$ cat config.mk
export PLATFORM = sky130hd
export DESIGN_NAME = processor_stage2_flat
export DESIGN_NICKNAME = d
export VERILOG_FILES = /design/src/rtl/processor_stage2_if.sv /design/src/rtl/processor_stage2.sv /design/src/flat_wrapper.sv
export SDC_FILE = /design/constraint.sdc
export NUM_CORES = 1
export LEC_CHECK = 0
export ABC_AREA = 1
export CORE_UTILIZATION = 50
export DETAILED_ROUTE_END_ITERATION = 10
export PLACE_DENSITY = 0.76
export SLEW_MARGIN = 10
export SYNTH_ARGS = -nofsm -noshare
export SYNTH_HDL_FRONTEND = slang
export SYNTH_SLANG_ARGS = --single-unit
$ cat constraint.sdc
create_clock -name clock -period 2.1 [get_ports clock]
set_input_delay 0.42 -clock clock [delete_from_list [all_inputs] [get_ports clock]]
set_output_delay 0.42 -clock clock [all_outputs]
set_load 0.03 [all_outputs]
$ cat src/rtl/processor_stage2_if.sv
// Fetch-to-decode bus for processor_stage2: fetched instruction, flush,
// register-file write-back port, stall feedback and the registered decode outputs.
interface processor_stage2_if #(
   parameter int ADDR_SIZE = 18,
   parameter int WORD_SIZE = 18
);
   logic                 no_operation_in;
   logic [ADDR_SIZE-1:0] ip_in;
   logic [ADDR_SIZE-1:0] ip_plus_one_in;
   logic [WORD_SIZE-1:0] code_word;
   logic                 flush;
   logic                 wb_enable;
   logic [2:0]           wb_index;
   logic [WORD_SIZE-1:0] wb_data;
   logic                 stall;
   logic                 no_operation_out;
   logic [ADDR_SIZE-1:0] ip_out;
   logic [ADDR_SIZE-1:0] ip_plus_one_out;
   logic [2:0]           alu_op;
   logic                 use_imm;
   logic                 is_load;
   logic                 is_store;
   logic                 is_branch;
   logic                 writes_rd;
   logic [2:0]           rd_index;
   logic [WORD_SIZE-1:0] operand_a;
   logic [WORD_SIZE-1:0] operand_b;
   logic [WORD_SIZE-1:0] store_data;

   modport master (
      output no_operation_in, ip_in, ip_plus_one_in, code_word, flush,
             wb_enable, wb_index, wb_data,
      input  stall, no_operation_out, ip_out, ip_plus_one_out, alu_op,
             use_imm, is_load, is_store, is_branch, writes_rd, rd_index,
             operand_a, operand_b, store_data
   );

   modport slave (
      input  no_operation_in, ip_in, ip_plus_one_in, code_word, flush,
             wb_enable, wb_index, wb_data,
      output stall, no_operation_out, ip_out, ip_plus_one_out, alu_op,
             use_imm, is_load, is_store, is_branch, writes_rd, rd_index,
             operand_a, operand_b, store_data
   );
endinterface

$ cat src/rtl/processor_stage2.sv
// Decode stage: instruction decode, 8-entry register file with write-back bypass,
// and load-use interlock that parks the dependent instruction for one cycle.
//
// state   | meaning
// ST_RUN  | decode from code_word/ip_in
// ST_HELD | decode the instruction parked by the last load-use stall
module processor_stage2 #(
   parameter int ADDR_SIZE = 18,
   parameter int WORD_SIZE = 18
) (
   input logic clock,
   input logic reset,
   processor_stage2_if.slave bus
);
   typedef enum logic {ST_RUN, ST_HELD} state_t;

   state_t               state, state_nxt;
   logic [WORD_SIZE-1:0] regs [8];
   logic [WORD_SIZE-1:0] hold_word;
   logic [ADDR_SIZE-1:0] hold_ip, hold_ipp;

   logic [WORD_SIZE-1:0] cur_word;
   logic [ADDR_SIZE-1:0] cur_ip, cur_ipp;
   logic                 cur_valid;
   logic [3:0]           opcode;
   logic [2:0]           rd, rs1, rs2;
   logic [WORD_SIZE-1:0] simm5, simm11, rs1_val, rs2_val;
   logic                 use_rs1, use_rs2, load_use, stall, emit;

   logic [2:0]           d_alu_op;
   logic                 d_use_imm, d_is_load, d_is_store, d_is_branch, d_writes_rd;
   logic [WORD_SIZE-1:0] d_operand_a, d_operand_b, d_store_data;

   assign cur_word  = (state == ST_HELD) ? hold_word : bus.code_word;
   assign cur_ip    = (state == ST_HELD) ? hold_ip   : bus.ip_in;
   assign cur_ipp   = (state == ST_HELD) ? hold_ipp  : bus.ip_plus_one_in;
   assign cur_valid = (state == ST_HELD) || !bus.no_operation_in;

   assign opcode = cur_word[17:14];
   assign rd     = cur_word[13:11];
   assign rs1    = cur_word[10:8];
   assign rs2    = cur_word[7:5];
   assign simm5  = {{(WORD_SIZE-5){cur_word[4]}}, cur_word[4:0]};
   assign simm11 = {{(WORD_SIZE-11){cur_word[10]}}, cur_word[10:0]};

   // Write-back to the same index this cycle is forwarded; r0 is hardwired zero.
   always_comb begin
      rs1_val = regs[rs1];
      if (rs1 == 3'd0)
         rs1_val = '0;
      else if (bus.wb_enable && bus.wb_index == rs1)
         rs1_val = bus.wb_data;
   end

   always_comb begin
      rs2_val = regs[rs2];
      if (rs2 == 3'd0)
         rs2_val = '0;
      else if (bus.wb_enable && bus.wb_index == rs2)
         rs2_val = bus.wb_data;
   end

   assign use_rs1 = (opcode != 4'hF);
   assign use_rs2 = !opcode[3] || (opcode == 4'hD) || (opcode == 4'hE);

   // A parked instruction always follows a bubble, so it can never re-stall.
   assign load_use = cur_valid && (state == ST_RUN) && bus.is_load && !bus.no_operation_out
                     && (bus.rd_index != 3'd0)
                     && ((use_rs1 && rs1 == bus.rd_index) || (use_rs2 && rs2 == bus.rd_index));
   assign stall    = load_use && !bus.flush && !reset;
   assign emit     = cur_valid && !stall && !bus.flush;
   assign bus.stall = stall;

   always_ff @(posedge clock) begin
      if (reset) state <= ST_RUN;
      else       state <= state_nxt;
   end

   always_comb begin
      state_nxt = state;
      case (state)
         ST_RUN:  if (stall) state_nxt = ST_HELD;
         ST_HELD: state_nxt = ST_RUN;
         default: state_nxt = ST_RUN;
      endcase
      if (bus.flush) state_nxt = ST_RUN;
   end

   always_comb begin
      d_alu_op     = 3'd0;
      d_use_imm    = 1'b0;
      d_is_load    = 1'b0;
      d_is_store   = 1'b0;
      d_is_branch  = 1'b0;
      d_writes_rd  = 1'b0;
      d_operand_a  = rs1_val;
      d_operand_b  = simm5;
      d_store_data = '0;
      if (!opcode[3]) begin
         d_alu_op    = opcode[2:0];
         d_operand_b = rs2_val;
         d_writes_rd = (rd != 3'd0);
      end else begin
         case (opcode[2:0])
            3'd4: begin
               d_is_load   = 1'b1;
               d_writes_rd = (rd != 3'd0);
            end
            3'd5: begin
               d_is_store   = 1'b1;
               d_store_data = rs2_val;
            end
            3'd6: begin
               d_is_branch  = 1'b1;
               d_store_data = rs2_val;
            end
            3'd7: begin
               d_operand_a = '0;
               d_operand_b = simm11;
               d_writes_rd = (rd != 3'd0);
            end
            default: begin
               d_alu_op    = {1'b0, opcode[1:0]};
               d_use_imm   = 1'b1;
               d_writes_rd = (rd != 3'd0);
            end
         endcase
      end
   end

   always_ff @(posedge clock) begin
      if (reset || !emit) begin
         bus.no_operation_out <= 1'b1;
         bus.ip_out           <= '0;
         bus.ip_plus_one_out  <= '0;
         bus.alu_op           <= 3'd0;
         bus.use_imm          <= 1'b0;
         bus.is_load          <= 1'b0;
         bus.is_store         <= 1'b0;
         bus.is_branch        <= 1'b0;
         bus.writes_rd        <= 1'b0;
         bus.rd_index         <= 3'd0;
         bus.operand_a        <= '0;
         bus.operand_b        <= '0;
         bus.store_data       <= '0;
      end else begin
         bus.no_operation_out <= 1'b0;
         bus.ip_out           <= cur_ip;
         bus.ip_plus_one_out  <= cur_ipp;
         bus.alu_op           <= d_alu_op;
         bus.use_imm          <= d_use_imm;
         bus.is_load          <= d_is_load;
         bus.is_store         <= d_is_store;
         bus.is_branch        <= d_is_branch;
         bus.writes_rd        <= d_writes_rd;
         bus.rd_index         <= rd;
         bus.operand_a        <= d_operand_a;
         bus.operand_b        <= d_operand_b;
         bus.store_data       <= d_store_data;
      end
   end

   always_ff @(posedge clock) begin
      if (reset) begin
         hold_word <= '0;
         hold_ip   <= '0;
         hold_ipp  <= '0;
      end else if (stall) begin
         hold_word <= bus.code_word;
         hold_ip   <= bus.ip_in;
         hold_ipp  <= bus.ip_plus_one_in;
      end
   end

   always_ff @(posedge clock) begin
      if (reset) begin
         for (int i = 0; i < 8; i++) regs[i] <= '0;
      end else if (bus.wb_enable && bus.wb_index != 3'd0) begin
         regs[bus.wb_index] <= bus.wb_data;
      end
   end
endmodule

$ cat src/flat_wrapper.sv
// flat-port wrapper written by rule: the top's interface ports become plain ports
module processor_stage2_flat 
#(
   parameter int ADDR_SIZE = 18,
   parameter int WORD_SIZE = 18
)
  (clock, reset, bus_no_operation_in, bus_ip_in, bus_ip_plus_one_in, bus_code_word, bus_flush, bus_wb_enable, bus_wb_index, bus_wb_data, bus_stall, bus_no_operation_out, bus_ip_out, bus_ip_plus_one_out, bus_alu_op, bus_use_imm, bus_is_load, bus_is_store, bus_is_branch, bus_writes_rd, bus_rd_index, bus_operand_a, bus_operand_b, bus_store_data);
  processor_stage2_if #(.ADDR_SIZE(ADDR_SIZE), .WORD_SIZE(WORD_SIZE)) bus_i ();
  input logic clock;
  input logic reset;
  input wire logic [$bits(bus_i.no_operation_in)-1:0] bus_no_operation_in;
  input wire logic [$bits(bus_i.ip_in)-1:0] bus_ip_in;
  input wire logic [$bits(bus_i.ip_plus_one_in)-1:0] bus_ip_plus_one_in;
  input wire logic [$bits(bus_i.code_word)-1:0] bus_code_word;
  input wire logic [$bits(bus_i.flush)-1:0] bus_flush;
  input wire logic [$bits(bus_i.wb_enable)-1:0] bus_wb_enable;
  input wire logic [$bits(bus_i.wb_index)-1:0] bus_wb_index;
  input wire logic [$bits(bus_i.wb_data)-1:0] bus_wb_data;
  output wire logic [$bits(bus_i.stall)-1:0] bus_stall;
  output wire logic [$bits(bus_i.no_operation_out)-1:0] bus_no_operation_out;
  output wire logic [$bits(bus_i.ip_out)-1:0] bus_ip_out;
  output wire logic [$bits(bus_i.ip_plus_one_out)-1:0] bus_ip_plus_one_out;
  output wire logic [$bits(bus_i.alu_op)-1:0] bus_alu_op;
  output wire logic [$bits(bus_i.use_imm)-1:0] bus_use_imm;
  output wire logic [$bits(bus_i.is_load)-1:0] bus_is_load;
  output wire logic [$bits(bus_i.is_store)-1:0] bus_is_store;
  output wire logic [$bits(bus_i.is_branch)-1:0] bus_is_branch;
  output wire logic [$bits(bus_i.writes_rd)-1:0] bus_writes_rd;
  output wire logic [$bits(bus_i.rd_index)-1:0] bus_rd_index;
  output wire logic [$bits(bus_i.operand_a)-1:0] bus_operand_a;
  output wire logic [$bits(bus_i.operand_b)-1:0] bus_operand_b;
  output wire logic [$bits(bus_i.store_data)-1:0] bus_store_data;
  assign bus_i.no_operation_in = bus_no_operation_in;
  assign bus_i.ip_in = bus_ip_in;
  assign bus_i.ip_plus_one_in = bus_ip_plus_one_in;
  assign bus_i.code_word = bus_code_word;
  assign bus_i.flush = bus_flush;
  assign bus_i.wb_enable = bus_wb_enable;
  assign bus_i.wb_index = bus_wb_index;
  assign bus_i.wb_data = bus_wb_data;
  assign bus_stall = bus_i.stall;
  assign bus_no_operation_out = bus_i.no_operation_out;
  assign bus_ip_out = bus_i.ip_out;
  assign bus_ip_plus_one_out = bus_i.ip_plus_one_out;
  assign bus_alu_op = bus_i.alu_op;
  assign bus_use_imm = bus_i.use_imm;
  assign bus_is_load = bus_i.is_load;
  assign bus_is_store = bus_i.is_store;
  assign bus_is_branch = bus_i.is_branch;
  assign bus_writes_rd = bus_i.writes_rd;
  assign bus_rd_index = bus_i.rd_index;
  assign bus_operand_a = bus_i.operand_a;
  assign bus_operand_b = bus_i.operand_b;
  assign bus_store_data = bus_i.store_data;
  processor_stage2 #(.ADDR_SIZE(ADDR_SIZE), .WORD_SIZE(WORD_SIZE)) u_core (.clock(clock), .reset(reset), .bus(bus_i));
endmodule
### After elaboration in Yosys (flattened, before gate mapping)

Memory sizes are Yosys's and may differ from the RTL's.
Cells that the tools add are included.

* memories kept: 1
* bits in registers: 157
* input port bits: 80
* bits in writable memories: 144
* word-level logic and storage cells: 99

* equality and inequality tests: 11
* bitwise logic cells: 3
* multiplexer cells: 30
* reductions and logical operators: 37

Memory list
* u_core.regs: depth 8, bits a word 18, rd ports 2, clocked after memory_dff 0, wr ports 8, line processor_stage2.sv:18 `logic [WORD_SIZE-1:0] regs [8];`

Operator list (number)
* 18-bit two-way mux: 12
* 18-bit OR reduction: 1
* 1-bit logical AND: 14
* 1-bit two-way mux: 14
* 3-bit equality test: 4
* 3-bit equality test (second input constant): 4
* 3-bit nonzero test: 3
* 4-bit equality test (second input constant): 2
* 1-bit zero test: 7
* 3-bit zero test: 2
* 3-bit two-way mux: 2
* 2-bit OR reduction: 3
* 1-bit logical OR: 5
* 4-bit != test (second input constant): 1
* 4-bit OR reduction: 1
* 1-bit NOT: 3
* 3-bit OR reduction: 1
* 2-bit two-way mux: 1
* 1-bit case mux with 2 select lines: 1

### Longest topological paths before layout

* depth after elaboration: 15
* gate-level depth with buffers: 15
* gate-level depth less buffers: 13

### Worst setup path after synthesis

Ideal clock, no wire load.

* path kind: reg2out
* from: register u_core.state
* to: output port bus_stall
* stages on the path, launching flop included: 14
* data arrival time: 1.643 ns
* path buffers: 3
* required time: 1.680 ns
* path slack: 0.037 ns
* cell sequence: dfxtp_1 -> buf_4 -> nand2_2 -> nand2_1 -> nand2_1 -> nand2_1 -> nand2_1 -> nor2_1 -> nand2_1 -> nand2_1 -> nand2_2 -> buf_6 -> buf_4 -> inv_1

* longest elaborated chain between the ends: 9
* elaborated cells between the ends (all ways): 21
* those cells by class: 5 x eq/ne; 1 x mux; 1 x bitwise; 14 x reduce/logical

Ends and longest elaborated chain
* from (decl): line processor_stage2.sv:17 `state_t state, state_nxt;`
* from (signal assigned): line processor_stage2.sv:76 `else state <= state_nxt;`
* 18-bit two-way mux: line processor_stage2.sv:34 `assign cur_word = (state == ST_HELD) ? hold_word : bus.code_word;`
* 4-bit equality test / 1-bit zero test (equally long branches): line processor_stage2.sv:64 `assign use_rs2 = !opcode[3] || (opcode == 4'hD) || (opcode == 4'hE);`
* 1-bit logical OR (2 in a row): line processor_stage2.sv:64
* 1-bit logical AND: line processor_stage2.sv:69 `&& ((use_rs1 && rs1 == bus.rd_index) || (use_rs2 && rs2 == bus.rd_index));`
* 1-bit logical OR: line processor_stage2.sv:69
* 1-bit logical AND *: line processor_stage2.sv:69
* 1-bit logical AND * (2 in a row): line processor_stage2.sv:70 `assign stall = load_use && !bus.flush && !reset;`
* to (decl): line flat_wrapper.sv:19 `output wire logic [$bits(bus_i.stall)-1:0] bus_stall;`

Mark *: on every way between the ends. The rest lies on a longest branch, timed or not.

### Final worst setup path

Ends and elaborated chain as after synthesis.

==> flow_metrics.tcl <==
set metrics [dict create \
    outcome "finished with violations" \
    violations "negative setup slack" \
    io-pin-count 183 \
    start_util 0.5149 \
    hold_end "u_core.hold_ip[11]$_SDFFE_PP0P_" \
    hold_viol 0 \
    die_w_um 169.5 \
    worst_slew_pin_slew_ns 0.6581 \
    clk_latency_ns 0.58 \
    grt_first_pass_wirelength_um 69760 \
    drc 0 \
    antenna_found_initial 0 \
    ys_top_cells_by_area "edfxtp_1 31%, dfxtp_1 22%, nand3_1 13%, nand2_1 13%, nor2_1 8.8%" \
    startpoint_type "flop" \
    dr.pass1.iters 7 \
    dp_hpwl_um 29000 \
    drv_slew 0 \
    syn_avg_cell_area_sq_um 7.634 \
    rsz0062_at_grt "yes" \
    synth-compound-area-share 0.03709 \
    synth_edf_count 144 \
    ant_nets 0 \
    synth_seq_area_share 0.5321 \
    arrival_ns 2.17 \
    synthCells 1838 \
    setup_viol 160 \
    num_antenna_cells 0 \
    dp_cells 2402 \
    async_reset_ff_frac 0 \
    drt-initial-drc-count 2518 \
    yosys.cell_types.count 27 \
    grt_pass1_vias 13350 \
    crit_fanout 7 \
    num_rows 60 \
    final_cells 2514 \
    max_freq_mhz 386.7 \
    gp_congestion 0.9176 \
    cts_htree_levels 1 \
    via_per_inst 5.866 \
    numPortBuffers 182 \
    yosys_warnings 0 \
    fin_skew_ns 0.03151 \
    period_minus_slack_ns 2.586 \
    final_core_util 0.7067 \
    cts_buffers 31 \
    cts_tree "yes" \
    ys.flop_type "dfxtp_1" \
    multi_input_area_sq_mm 0.005986 \
    max-cap-violations 0 \
    min_path_type "primary input to flop" \
    holdPathStages 3 \
    core_region_area_sq_mm 0.02725 \
    ys_ff_latch 301 \
    clkSinkCount 301 \
    crit_path_end_kind "output port" \
    synth_top_area_frac 0.3082 \
    finalWirelength_um 51150 \
    rrSetupSlack_ns -0.35 \
    min_from "bus_ip_in[11]" \
    p_leak_nw 8.505 \
    path_clk_slew_ns 0.06 \
    nets 2197 \
    dieArea_sq_mm 0.02874 \
    synth_top_family_by_area "simple AND/OR/NAND/NOR gates" \
    num-fill-cells 1900 \
    slew_headroom 0.5613 \
    grt.overflow.total 0 \
    required_ns 1.68 \
    power_density_mw_per_mm2 728.6 \
    root_buffer "clkbuf_16" \
    clockBufferDepth 3 \
    fin_ws_ns -0.4857 \
    syn_area_sq_mm 0.01403 \
    synth-xor-area-share 0.001248 \
    reg2reg_depth 18 \
    drive_gt1_frac 0.1461 \
    grtUsageTotal 0.3115 \
    postCtsHoldBufs 0 \
    reg2reg_from "u_core.state$_SDFF_PP0_" \
    synth-simple-area-share 0.3579 \
    grt_max_degree 61 \
    ir_drop_mv 0.7245 \
    wl_per_cell_um 20.35 \
    synth_mux_area_frac 0 \
    areaGrowthSynthToFinish_pct 37.25 \
    setup-tns-final_ns -32.51 \
    dr_total_vias 14750 \
    seq_area_sq_mm 0.007471 \
    die_h_um 169.5 \
    fin_crit_sh 1.231 \
    yosysTopAreaCell "edfxtp_1" \
    r2r_end "u_core.bus.operand_a[13]$_SDFF_PP0_" \
    synth_fa_ha_area_frac 0 \
    criticalPathCategory "flop to output port" \
]
-- layer usage --
layer  part of all wire  GRT usage  wire length (um)
met1               0.36     0.4091             18220
met2               0.46     0.5098             23760
met3               0.12    0.04524              6105
met4              0.060     0.1438              3070
met5                  0          0                 0
-- cell usage in the layout (no fill, tap or decap), types with 5 or more instances in the layout --
| master | instances |
|---|---|
| inv_4 | 6 |
| nor2_1 | 299 |
| buf_8 | 5 |
| nor2_2 | 26 |
| conb_1 | 18 |
| nand3_1 | 368 |
| clkbuf_1 | 5 |
| buf_6 | 10 |
| edfxtp_1 | 144 |
| o21ai_0 | 67 |
| clkinv_2 | 7 |
| o211ai_1 | 5 |
| nand2_4 | 9 |
| nand2_1 | 460 |
| a21oi_1 | 13 |
| dfxtp_1 | 156 |
| a21oi_2 | 8 |
| clkbuf_8 | 9 |
| nand2_2 | 24 |
| nor2_4 | 6 |
| clkbuf_16 | 48 |
| buf_12 | 31 |
| clkdlybuf4s50_1 | 179 |
| inv_1 | 107 |
| buf_4 | 98 |
-- area by class of cell --
| type | instances | share of cell area |
|---|---|---|
| clock inverters | 12 | 0.006042 |
| repair buffers | 345 | 0.1998 |
| inverters | 116 | 0.02339 |
| flip-flops and latches | 301 | 0.3879 |
| multi-input cells | 1322 | 0.3108 |
| clock buffers | 46 | 0.04794 |
| well taps | 372 | 0.02417 |
-- metrics by stage --
step	hold slack [ns]	total power, mW	setup WS (ns)	cell area [sq um]
after floorplan	0.4890	7.502	0.03682	14100
after global placement	0.4972	8.241	-0.2928	16980
after detailed placement	0.5053	8.280	-0.2860	16980
after CTS	0.4356	13.81	-0.3397	18250
after global routing	0.4506	14.41	-0.5467	19260
final	0.4460	14.03	-0.4857	19260
-- power by group --
part	internal, mW	switching, mW	total [mW]
logic	0.726	1.15	1.87
clock network	3.28	2.38	5.65
registers	6.38	0.122	6.50
-- logic make-up after synthesis --
group                  Yosys count
AO/OA/AOI/OAI                  100
buffers and inverters          233
other                            1
AND/OR/NAND/NOR               1201
XOR/XNOR                         2
flip-flops                     301
-- worst max-delay path by stage --
stage                                  from        end  depth (start not counted)
global route        u_core.state$_SDFF_PP0_  bus_stall                         13
global placement           bus_code_word[5]  bus_stall                         14
detailed placement         bus_code_word[5]  bus_stall                         14
finish              u_core.state$_SDFF_PP0_  bus_stall                         13
floorplan           u_core.state$_SDFF_PP0_  bus_stall                         13
CTS                 u_core.state$_SDFF_PP0_  bus_stall                         13
-- repair_timing --
action | CTS | global route
cloned | 2 | 26
buffers inserted | 11 | 16
pin swaps | 14 | 31
resized for setup | 25 | 99
endpoints found under the setup margin | 3 | 159
-- synth_stat cells (2+ instances only) --
| cell | number |
|---|---|
| nor2_4 | 2 |
| dfxtp_1 | 157 |
| nand2_2 | 4 |
| xor2_1 | 2 |
| nand3_1 | 372 |
| inv_1 | 109 |
| clkbuf_1 | 54 |
| a21oi_1 | 21 |
| nor2_1 | 329 |
| buf_1 | 4 |
| nand2_1 | 490 |
| o21ai_0 | 68 |
| buf_4 | 6 |
| o21ai_1 | 3 |
| inv_2 | 7 |
| buf_2 | 47 |
| edfxtp_1 | 144 |
| buf_6 | 6 |
| o211ai_1 | 5 |
-- critical path, stage by stage, from the launching register on --
cell and delay [ns]:
dfxtp_4 0.42, buf_12 0.12, buf_12 0.13, nand2_4 0.06, nand2_2 0.07, nand2_1 0.07, nand2_1 0.11, nand2_1 0.08
nor2_1 0.10, nand2_1 0.08, nand2_2 0.08, nand2_4 0.06, inv_4 0.08, buf_12 0.12
-- flip-flops by register name, summed over array words and instances (netlist names), 3 cells and up --
signal	count
u_core.bus.operand_b	18
u_core.bus.alu_op	3
u_core.regs	144
u_core.hold_ip	18
u_core.bus.ip_out	18
u_core.bus.store_data	18
u_core.bus.rd_index	3
u_core.bus.operand_a	18
u_core.hold_word	18
u_core.hold_ipp	18
u_core.bus.ip_plus_one_out	18
(Power assumes the default switching activity.)
